[config.mk]
export PLATFORM = sky130hd
export DESIGN_NAME = wb_div_initiator
export DESIGN_NICKNAME = d
export VERILOG_FILES = /design/src/rtl/wb_div_initiator.sv
export SDC_FILE = /design/constraint.sdc
export NUM_CORES = 1
export LEC_CHECK = 0
export BUFFER_PORTS_ARGS = -buffer_cell sky130_fd_sc_hd__buf_2
export CORE_UTILIZATION = 35
export DETAILED_ROUTE_END_ITERATION = 12
export GPL_TIMING_DRIVEN = 0
export PLACE_DENSITY_LB_ADDON = 0.25
export SLEW_MARGIN = 10
export SYNTH_ARGS = -nofsm -noshare
export SYNTH_HDL_FRONTEND = slang
export SYNTH_SLANG_ARGS = --single-unit
export TNS_END_PERCENT = 1
[constraint.sdc]
create_clock -name clk_i -period 3.1 [get_ports clk_i]
set_input_delay 0.155 -clock clk_i [delete_from_list [all_inputs] [get_ports clk_i]]
set_output_delay 0.155 -clock clk_i [all_outputs]
set_load 0.1 [all_outputs]
[src/rtl/wb_div_initiator.sv]
// Wishbone initiator sequencing the serial divider registers:
// write dividend, write divisor+start, read quotient, read remainder.
module wb_div_initiator #(
  parameter int WBW         = 32,
  parameter int XLEN        = 32,
  parameter int WAIT_CYCLES = 8,
  parameter int TIMEOUT     = 16
) (
  input  logic              clk_i,
  input  logic              reset_ni,
  input  logic              req_valid_i,
  output logic              req_ready_o,
  input  logic [XLEN-1:0]   req_dividend_i,
  input  logic [XLEN-1:0]   req_divisor_i,
  output logic              rsp_valid_o,
  input  logic              rsp_ready_i,
  output logic [XLEN-1:0]   rsp_quotient_o,
  output logic [XLEN-1:0]   rsp_remainder_o,
  output logic              rsp_err_o,
  output logic              wbm_cyc_o,
  output logic              wbm_stb_o,
  output logic              wbm_we_o,
  output logic [WBW/8-1:0]  wbm_sel_o,
  output logic [WBW-1:0]    wbm_adr_o,
  output logic [WBW-1:0]    wbm_dat_o,
  input  logic [WBW-1:0]    wbm_dat_i,
  input  logic              wbm_ack_i
);

  localparam int CMAX = (WAIT_CYCLES > TIMEOUT) ? WAIT_CYCLES : TIMEOUT;
  localparam int CW   = $clog2(CMAX + 1);

  localparam logic [WBW-1:0] ADR_DVD = WBW'(32'h8000_0000);
  localparam logic [WBW-1:0] ADR_DVS = WBW'(32'h4200_0000);
  localparam logic [WBW-1:0] ADR_QUO = WBW'(32'h2000_0000);
  localparam logic [WBW-1:0] ADR_REM = WBW'(32'h1000_0000);

  localparam logic [CW-1:0] WAIT_LAST = CW'(WAIT_CYCLES - 1);
  localparam logic [CW-1:0] TO_LAST   = CW'(TIMEOUT - 1);

  typedef enum logic [2:0] {
    S_IDLE, S_WR_DVD, S_WR_DVS, S_WAIT,
    S_RD_QUO, S_RD_REM, S_GAP, S_RESP
  } state_e;

  state_e             state_q;
  logic               gap_rd_q;
  logic [CW-1:0]      cnt_q;
  logic [XLEN-1:0]    dvs_q;
  logic [XLEN-1:0]    quo_q;
  logic [XLEN-1:0]    rem_q;
  logic               err_q;
  logic               rsp_valid_q;
  logic               cyc_q;
  logic               we_q;
  logic [WBW/8-1:0]   sel_q;
  logic [WBW-1:0]     adr_q;
  logic [WBW-1:0]     dat_q;

  always_ff @(posedge clk_i or negedge reset_ni) begin
    if (!reset_ni) begin
      state_q     <= S_IDLE;
      gap_rd_q    <= 1'b0;
      cnt_q       <= '0;
      dvs_q       <= '0;
      quo_q       <= '0;
      rem_q       <= '0;
      err_q       <= 1'b0;
      rsp_valid_q <= 1'b0;
      cyc_q       <= 1'b0;
      we_q        <= 1'b0;
      sel_q       <= '0;
      adr_q       <= '0;
      dat_q       <= '0;
    end else begin
      unique case (state_q)
        S_IDLE: begin
          if (req_valid_i) begin
            dvs_q <= req_divisor_i;
            err_q <= 1'b0;
            cnt_q <= '0;
            if (req_divisor_i == '0) begin
              quo_q       <= '1;
              rem_q       <= req_dividend_i;
              rsp_valid_q <= 1'b1;
              state_q     <= S_RESP;
            end else begin
              cyc_q   <= 1'b1;
              sel_q   <= '1;
              we_q    <= 1'b1;
              adr_q   <= ADR_DVD;
              dat_q   <= req_dividend_i;
              state_q <= S_WR_DVD;
            end
          end
        end
        S_WR_DVD, S_WR_DVS, S_RD_QUO, S_RD_REM: begin
          if (wbm_ack_i) begin
            cyc_q <= 1'b0;
            we_q  <= 1'b0;
            sel_q <= '0;
            adr_q <= '0;
            dat_q <= '0;
            cnt_q <= '0;
            unique case (state_q)
              S_WR_DVD: begin
                gap_rd_q <= 1'b0;
                state_q  <= S_GAP;
              end
              S_WR_DVS: state_q <= S_WAIT;
              S_RD_QUO: begin
                quo_q    <= wbm_dat_i;
                gap_rd_q <= 1'b1;
                state_q  <= S_GAP;
              end
              S_RD_REM: begin
                rem_q       <= wbm_dat_i;
                rsp_valid_q <= 1'b1;
                state_q     <= S_RESP;
              end
              default: ;
            endcase
          end else if (cnt_q == TO_LAST) begin
            // ack never came: abandon the access and report
            cyc_q       <= 1'b0;
            we_q        <= 1'b0;
            sel_q       <= '0;
            adr_q       <= '0;
            dat_q       <= '0;
            err_q       <= 1'b1;
            quo_q       <= '0;
            rem_q       <= '0;
            rsp_valid_q <= 1'b1;
            state_q     <= S_RESP;
          end else begin
            cnt_q <= cnt_q + 1'b1;
          end
        end
        S_GAP: begin
          cyc_q <= 1'b1;
          sel_q <= '1;
          cnt_q <= '0;
          if (gap_rd_q) begin
            we_q    <= 1'b0;
            adr_q   <= ADR_REM;
            dat_q   <= '0;
            state_q <= S_RD_REM;
          end else begin
            we_q    <= 1'b1;
            adr_q   <= ADR_DVS;
            dat_q   <= dvs_q;
            state_q <= S_WR_DVS;
          end
        end
        S_WAIT: begin
          if (cnt_q == WAIT_LAST) begin
            cyc_q   <= 1'b1;
            sel_q   <= '1;
            we_q    <= 1'b0;
            adr_q   <= ADR_QUO;
            dat_q   <= '0;
            cnt_q   <= '0;
            state_q <= S_RD_QUO;
          end else begin
            cnt_q <= cnt_q + 1'b1;
          end
        end
        S_RESP: begin
          if (rsp_ready_i) begin
            rsp_valid_q <= 1'b0;
            state_q     <= S_IDLE;
          end
        end
        default: state_q <= S_IDLE;
      endcase
    end
  end

  assign req_ready_o     = (state_q == S_IDLE);
  assign rsp_valid_o     = rsp_valid_q;
  assign rsp_quotient_o  = quo_q;
  assign rsp_remainder_o = rem_q;
  assign rsp_err_o       = err_q;
  assign wbm_cyc_o       = cyc_q;
  assign wbm_stb_o       = cyc_q;
  assign wbm_we_o        = we_q;
  assign wbm_sel_o       = sel_q;
  assign wbm_adr_o       = adr_q;
  assign wbm_dat_o       = dat_q;

endmodule

==> flow_metrics.env, run 1 <==
export IMPL_status="finished clean"
export IMPL_crit_family="buffers and inverters"
export IMPL_cts_root_buf="clkbuf_16"
export IMPL_syn_instance_count=602
export IMPL_clockBufferDepth=2
export IMPL_crit_buf_inv=2
export IMPL_maxCapViolCount=0
export IMPL_gr_total_overflow=0
export IMPL_synthTopCellsByArea="dfrtp_1 (50%), mux2_4 (6.0%), a2bb2oi_1 (5.3%), buf_4 (4.5%), a2bb2oi_2 (4.1%)"
export IMPL_ys_types=61
export IMPL_nNetsFinal=1006
export IMPL_vias_per_cell=4.94
export IMPL_fp_row_count=52
export IMPL_crit_fanout=10
export IMPL_end_kind="register"
export IMPL_drc=0
export IMPL_area_growth_pct=35.5
export IMPL_final_cell_mix="buf_2 (227), dfrtp_1 (145), nand2_1 (72), o21ai_0 (47), dlygate4sd3_1 (45)"
export IMPL_gp_congestion=0.783
export IMPL_start_util=0.358
export IMPL_crit_arrival_ps=2860
export IMPL_cp_required_ps=3430
export IMPL_numCtsBuffers=17
export IMPL_ys_ff_latch=145
export IMPL_clock_sinks=145
export IMPL_reg2reg_to="wbm_dat_o[26]$_DFFE_PN0P_"
export IMPL_rsz0062_at_grt="no"
export IMPL_reg2regPathDepth=10
export IMPL_hold_ws_ps=14.9
export IMPL_nFillCells=1877
export IMPL_dieArea_mm2=0.0213
export IMPL_max_freq_ghz=0.396
export IMPL_instances_no_fill=1188
export IMPL_reg2reg_slack_ps=570
export IMPL_slowest_delay_ps=390
export IMPL_cpMaxStageDelayCell="dfrtp_1"
export IMPL_grt_pass1_vias=6050
export IMPL_synth_main_ff_cell="dfrtp_1"
export IMPL_cts_setup_buffers=0
export IMPL_totalWireLength_um=21700
export IMPL_ios=239
export IMPL_num_vias=5863
export IMPL_insertion_delay_ps=420
export IMPL_path_clk_slew_ps=60
export IMPL_grt_max_degree=74
export IMPL_synth_edf_count=0
export IMPL_design_core_area_mm2=0.0202
export IMPL_fin_crit_sh=0.815
export IMPL_grt_antenna_before_repair=1
export IMPL_drv_slew=0
export IMPL_hp_class="primary input to register"
export IMPL_ctsHoldBuffers=45
export IMPL_ys_async_sr_fraction=1.00
export IMPL_period_needed_ps=2530
export IMPL_ys_seq_area_frac=0.501
export IMPL_htree_levels=4
export IMPL_ant_nets=0
export IMPL_hold_depth=3
export IMPL_r2r_start="cnt_q[0]$_DFFE_PN0P_"
export IMPL_layout_cells_most_common="buf_2"
export IMPL_syn_area_per_cell_um2=12.0
export IMPL_numPortBuffers=210
export IMPL_yosys_warnings=0
export IMPL_setup_worst_path_start_class="register"
export IMPL_drt_iter0_markers=247
export IMPL_hp_start="wbm_dat_i[14]"
export IMPL_dpl_cell_count=1109
export IMPL_min_to="rsp_quotient_o[14]$_DFFE_PN0P_"
export IMPL_first_pass_iters=5
export IMPL_grt_usage=0.209
export IMPL_worstPathCellList="ha_1 -> and3_1 -> ha_1 -> nor3b_1 -> o21ai_1 -> o211ai_2 -> buf_2 -> buf_2 -> a221oi_1 -> a2bb2oi_1"
export IMPL_grt_pass1_wl_um=34300
export IMPL_dieWidth_um=146
export IMPL_slew_headroom=0.551
export IMPL_post_drt_wl_per_cell_um=18.3
export IMPL_finalSetupViolCount=0
export IMPL_yosysTopAreaCell="dfrtp_1"
export IMPL_drive_above_1_share=0.429
export IMPL_final_hold_violation_count=0
export IMPL_cts_tree="yes"
export IMPL_utilization=0.485
export IMPL_syn_cell_area_mm2=0.00724
export IMPL_skew_ps=11.5
export IMPL_cts_resized=0
export IMPL_hpwl_um=15500
export IMPL_path_class="register to register"
export IMPL_die_h_um=146
export IMPL_tightest_slew_ps=674
export IMPL_synth_top_cell_area_share=0.501
## final cells by class
type | instances | area (um^2) | area share
flip-flops and latches | 145 | 3630 | 0.370
multi-input cells | 396 | 3130 | 0.319
repair buffers | 256 | 1540 | 0.157
plain buffers | 81 | 562 | 0.0573
clock buffers | 21 | 460 | 0.0469
well taps | 270 | 338 | 0.0344
clock inverters | 11 | 128 | 0.0130
inverters | 6 | 23.8 | 0.00242
diodes | 2 | 5.00 | 0.000510
## kinds of logic after synthesis
group,count (synthesis),share of synthesized area
buf+inv,87,0.0809
flops,145,0.501
other cells,1,0.000518
mux,67,0.119
fa+ha+maj,2,0.00345
compound gates,172,0.200
simple gates,128,0.0949
## cells in the mapped netlist, types with 4 or more instances
cell	instances
a221oi_1	32
clkbuf_1	12
nor2_1	12
buf_6	4
mux2_2	15
nand3_1	5
a2bb2oi_2	20
nor2b_1	4
mux2_4	29
nor3b_1	4
nor4_1	6
a2bb2oi_1	44
nand2_1	72
dfrtp_1	145
buf_2	18
o21ai_0	47
buf_4	43
mux2_1	23
inv_1	4
## how the worst max path moves through the flow
stage	startpoint	endpoint	cells past startpoint
after floorplan	cnt_q[0]$_DFFE_PN0P_	rsp_remainder_o[23]$_DFFE_PN0P_	10
after global placement	reset_ni	rsp_quotient_o[31]$_DFFE_PN0P_	1
after detailed placement	cnt_q[0]$_DFFE_PN0P_	wbm_dat_o[17]$_DFFE_PN0P_	10
after CTS	cnt_q[0]$_DFFE_PN0P_	wbm_dat_o[17]$_DFFE_PN0P_	10
after global routing	cnt_q[0]$_DFFE_PN0P_	wbm_dat_o[17]$_DFFE_PN0P_	10
final	cnt_q[0]$_DFFE_PN0P_	wbm_dat_o[26]$_DFFE_PN0P_	10
## through the flow
step	area, um^2	setup WS (ps)	TNS, ps
floorplan	7340	847	0
global placement	8730	-421	-59380
detailed placement	8770	603	0
CTS	9800	578	0
global route	9810	389	0
finish	9810	574	0
## sequential cells by signal (all words and copies together), names as in the netlist
| register | count |
|---|---|
| wbm_sel_o | 1 |
| rsp_quotient_o | 32 |
| cnt_q | 5 |
| wbm_we_o | 1 |
| rsp_valid_o | 1 |
| wbm_adr_o | 4 |
| gap_rd_q | 1 |
| wbm_dat_o | 32 |
| rsp_err_o | 1 |
| state_q | 3 |
| rsp_remainder_o | 32 |
| dvs_q | 32 |
## per-layer routing
metal	routed length [um]	vias up	global-route usage
li1	-	2775	-
met1	10300	2886	0.284
met5	0	-	0
met2	10100	181	0.335
met4	312	0	0.0558
met3	1050	21	0.0486
## worst min-delay path, stage by stage
cell	delay, ps
buf_2	90
nand2_1	90
a2bb2oi_2	60
Power of run 1 is not shown: default switching activity piles up to over one toggle a cycle in this logic, so the estimate is an artifact.
==> inputs of run 2 (changes only) <==
- clock period: 3.1 -> 2.49 ns (I/O delays scaled with it)
==> flow_metrics.env, run 2 (synthesized netlist as in run 1, its figures left out) <==
export IMPL_status="finished clean"
export IMPL_numPortBuffers=210
export IMPL_nNetsFinal=1024
export IMPL_htree_levels=4
export IMPL_numCtsBuffers=17
export IMPL_r2r_start="cnt_q[0]$_DFFE_PN0P_"
export IMPL_max_freq_ghz=0.431
export IMPL_grt_max_degree=74
export IMPL_nFillCells=1857
export IMPL_grt_pass1_vias=6108
export IMPL_grt_usage=0.210
export IMPL_layout_cells_most_common="buf_2"
export IMPL_area_growth_pct=38.4
export IMPL_final_cell_mix="buf_2 (224), dfrtp_1 (145), nand2_1 (72), dlygate4sd3_1 (61), o21ai_0 (46)"
export IMPL_ant_nets=0
export IMPL_crit_arrival_ps=2620
export IMPL_fin_crit_sh=0.931
export IMPL_gp_congestion=0.783
export IMPL_fp_row_count=52
export IMPL_dieArea_mm2=0.0213
export IMPL_setup_tns_ps=0
export IMPL_period_needed_ps=2320
export IMPL_grt_antenna_before_repair=1
export IMPL_slowest_delay_ps=400
export IMPL_die_h_um=146
export IMPL_insertion_delay_ps=420
export IMPL_post_drt_wl_per_cell_um=18.1
export IMPL_cpMaxStageDelayCell="dfrtp_1"
export IMPL_path_clk_slew_ps=60
export IMPL_start_util=0.358
export IMPL_drv_slew=0
export IMPL_hpwl_um=15500
export IMPL_cp_required_ps=2790
export IMPL_num_vias=5936
export IMPL_worstPathCellList="ha_2 -> and3_1 -> ha_4 -> nor2b_4 -> o21ai_1 -> o211ai_2 -> nand2b_4 -> buf_6 -> buf_8 -> mux2_4"
export IMPL_maxCapViolCount=0
export IMPL_first_pass_iters=4
export IMPL_crit_family="simple AND/OR/NAND/NOR gates"
export IMPL_setup_worst_path_start_class="register"
export IMPL_gr_total_overflow=0
export IMPL_crit_buf_inv=2
export IMPL_crit_fanout=10
export IMPL_hp_class="primary input to register"
export IMPL_cts_tree="yes"
export IMPL_cts_root_buf="clkbuf_16"
export IMPL_tightest_slew_ps=677
export IMPL_path_class="register to register"
export IMPL_ios=239
export IMPL_hp_start="req_divisor_i[0]"
export IMPL_skew_ps=11.3
export IMPL_design_core_area_mm2=0.0202
export IMPL_finalSetupViolCount=0
export IMPL_hold_ws_ps=16.6
export IMPL_totalWireLength_um=21800
export IMPL_end_kind="register"
export IMPL_drive_above_1_share=0.427
export IMPL_slew_headroom=0.549
export IMPL_drc=0
export IMPL_final_hold_violation_count=0
export IMPL_grt_pass1_wl_um=34500
export IMPL_clockBufferDepth=2
export IMPL_rsz0062_at_grt="no"
export IMPL_critPathLaunch="cnt_q[0]$_DFFE_PN0P_"
export IMPL_dieWidth_um=146
export IMPL_vias_per_cell=4.92
export IMPL_drt_iter0_markers=270
export IMPL_clock_sinks=145
export IMPL_utilization=0.495
[run 2: cell types whose count changed in the layout (fill, tap and decap cells not counted), moves of 2 or more]
| cell | before | now |
|---|---|---|
| dlygate4sd3_1 | 45 | 61 |
| buf_2 | 227 | 224 |
| buf_6 | 4 | 6 |
| clkbuf_4 | 0 | 2 |
| ha_1 | 2 | 0 |
[run 2: layer usage]
layer  routed length (um)  track usage
met2                10100        0.336
met5                    0            0
met3                 1140       0.0483
met1                10200        0.285
met4                  368       0.0584
[run 2: worst reg2reg max path: stages (launching register included)]
cell,delay (ps)
dfrtp_1,400
ha_2,210
and3_1,210
ha_4,180
nor2b_4,150
o21ai_1,170
o211ai_2,140
nand2b_4,90
buf_6,150
buf_8,180
mux2_4,320
[run 2: repair_timing]
action / in CTS / in global routing
buffers inserted: 0 / 2
pin swaps: 0 / 1
setup endpoints to repair: 19 / 116
hold endpoints to repair: 132 / 0
gates resized for setup: 2 / 10
hold buffers: 61 / 0
[run 2: worst paths after layout]
check	endpoint	slack (ps)	depth (start not counted)
worst min register to register	dvs_q[11]$_DFFE_PN0P_	490	1
worst max register to register	rsp_remainder_o[30]$_DFFE_PN0P_	170	10
worst min-delay path	dvs_q[0]$_DFFE_PN0P_	20	2
worst max-delay path	rsp_remainder_o[30]$_DFFE_PN0P_	170	10
max in group asynchronous	cnt_q[4]$_DFFE_PN0P_	1480	3
min in group asynchronous	rsp_quotient_o[19]$_DFFE_PN0P_	250	2
[run 2: cell type report]
class                      instances  area (um^2)  share of cell area
antenna                            2         5.00            0.000499
buffer                            81          578              0.0577
clock buffer                      21          460              0.0459
clock inverter                    11          128              0.0127
inverter                           6         23.8             0.00237
multi-input combinational        396         3150               0.314
sequential                       145         3630               0.362
tap                              270          338              0.0337
timing repair buffer             274         1710               0.171
[run 2: stage by stage]
stage          setup WS, ps  std cells  instance area, um^2
2_1_floorplan           237        628                 7340
3_3_place_gp          -1000       1108                 8730
3_5_place_dp          -6.82       1109                 8770
4_1_cts                42.8       1202                 9970
5_1_grt                26.7       1205                10000
6_report                172       1206                10000
Power of run 2 is left out for the same reason.
==> inputs of run 3 (changes only) <==
- BUFFER_PORTS_ARGS: -buffer_cell sky130_fd_sc_hd__buf_2 -> default
- DONT_BUFFER_PORTS: default -> 1
==> flow_metrics.env, run 3 (synthesized netlist as in run 1, its figures left out) <==
export IMPL_status="finished, violations left"
export IMPL_violations="negative hold slack"
export IMPL_grt_pass1_wl_um=34700
export IMPL_insertion_delay_ps=430
export IMPL_grt_usage=0.215
export IMPL_dieArea_mm2=0.0213
export IMPL_maxCapViolCount=0
export IMPL_design_core_area_mm2=0.0202
export IMPL_nNetsFinal=846
export IMPL_drv_slew=0
export IMPL_max_freq_ghz=0.419
export IMPL_start_util=0.358
export IMPL_numPortBuffers=0
export IMPL_fin_crit_sh=0.958
export IMPL_post_drt_wl_per_cell_um=21.9
export IMPL_die_h_um=146
export IMPL_cts_tree="yes"
export IMPL_grt_pass1_vias=5810
export IMPL_instances_no_fill=1027
export IMPL_clockBufferDepth=2
export IMPL_cts_setup_buffers=0
export IMPL_fp_row_count=52
export IMPL_end_kind="register"
export IMPL_drive_above_1_share=0.258
export IMPL_hpwl_um=15700
export IMPL_cp_required_ps=2820
export IMPL_area_growth_pct=28.7
export IMPL_vias_per_cell=5.39
export IMPL_slew_headroom=0.316
export IMPL_hp_class="primary input to async pin"
export IMPL_gp_congestion=0.834
export IMPL_cts_root_buf="clkbuf_16"
export IMPL_grt_antenna_before_repair=1
export IMPL_crit_fanout=10
export IMPL_cpMaxStageDelayCell="dfrtp_1"
export IMPL_htree_levels=4
export IMPL_ios=239
export IMPL_hold_ws_ps=-609
export IMPL_worstPathCellList="ha_2 -> and3_1 -> ha_4 -> nor3b_1 -> o21ai_1 -> o211ai_2 -> buf_6 -> buf_2 -> o21ai_0 -> o31ai_1"
export IMPL_final_cell_mix="dfrtp_1 (145), dlygate4sd3_1 (96), nand2_1 (72), o21ai_0 (46), a2bb2oi_1 (44)"
export IMPL_ctsHoldBuffers=96
export IMPL_period_needed_ps=2390
export IMPL_tightest_slew_ps=1030
export IMPL_layout_cells_most_common="dfrtp_1"
export IMPL_path_class="register to register"
export IMPL_skew_ps=10.9
export IMPL_ant_nets=0
export IMPL_clock_sinks=145
export IMPL_crit_arrival_ps=2710
export IMPL_num_vias=5540
export IMPL_numCtsBuffers=17
export IMPL_slowest_delay_ps=400
export IMPL_first_pass_iters=5
export IMPL_fin_area_mm2=0.00932
export IMPL_totalWireLength_um=22500
export IMPL_path_clk_slew_ps=70
export IMPL_finalSetupViolCount=0
export IMPL_rsz0062_at_grt="yes"
export IMPL_dpl_cell_count=898
export IMPL_gr_total_overflow=0
export IMPL_final_hold_violation_count=145
export IMPL_drt_iter0_markers=387
export IMPL_postPlaceCellArea_mm2=0.00768
export IMPL_dieWidth_um=146
export IMPL_setup_worst_path_start_class="register"
export IMPL_drc=0
export IMPL_grt_max_degree=146
==> run 3: changes by cell type in the layout (fill, tap and decap cells not counted), sizes merged <==
cell,change
clkbuf,-1
diode,-1
buf,-214
clkinv,-2
inv,+4
dlygate4sd3,+35
==> run 3: per-stage QoR <==
step,worst slack [ps],setup TNS [ps],util
after floorplan,237,0,-
after global placement,24.5,0,0.379
after detailed placement,-86.9,-1270,0.379
after CTS,11.3,0,0.457
after global routing,0.694,0,0.461
final,104,0,0.461
==> run 3: worst max-delay path: cells and delay by family (launching register included) <==
family / cells / cell delay, ps
flip-flops: 1 / 400
adder cells (fa/ha/maj): 2 / 400
AO/OA/AOI/OAI: 4 / 570
buffers and inverters: 2 / 470
AND/OR/NAND/NOR: 2 / 440
==> run 3: final cells by class <==
class	instances	area (um^2)
fill	1839	10900
sequential	145	3630
multi-input combinational	396	3200
timing repair buffer	96	961
buffer	81	577
clock buffer	19	443
tap	270	338
clock inverter	13	151
inverter	6	25.0
antenna	1	2.50
==> run 3: path summary, 6_finish.rpt <==
check                                       from                        endpoint  slack (ps)  depth (start not counted)
min                                     reset_ni  rsp_quotient_o[19]$_DFFE_PN0P_        -610                          0
min in group clk_i             req_divisor_i[30]        wbm_dat_o[0]$_DFFE_PN0P_         140                          4
min reg2reg                dvs_q[12]$_DFFE_PN0P_           dvs_q[12]$_DFFE_PN0P_         490                          1
max                         cnt_q[0]$_DFFE_PN0P_       wbm_adr_o[28]$_DFFE_PN0P_         100                         10
max in group asynchronous               reset_ni            dvs_q[3]$_DFFE_PN0P_        2870                          0
max reg2reg                 cnt_q[0]$_DFFE_PN0P_       wbm_adr_o[28]$_DFFE_PN0P_         100                         10
==> run 3: what timing repair did <==
action,CTS,global route
resized for setup,3,18
endpoints found under the setup margin,28,120
pin swaps,0,1
hold endpoints to repair,273,145
==> run 3: routing by layer <==
layer / vias up / global-route usage / share of wire
li1: 2459 / - / -
met5: - / 0 / 0
met2: 259 / 0.344 / 0.48
met4: 0 / 0.0832 / 0.022
met1: 2788 / 0.276 / 0.43
met3: 34 / 0.0608 / 0.075
Power of run 3 is left out for the same reason.
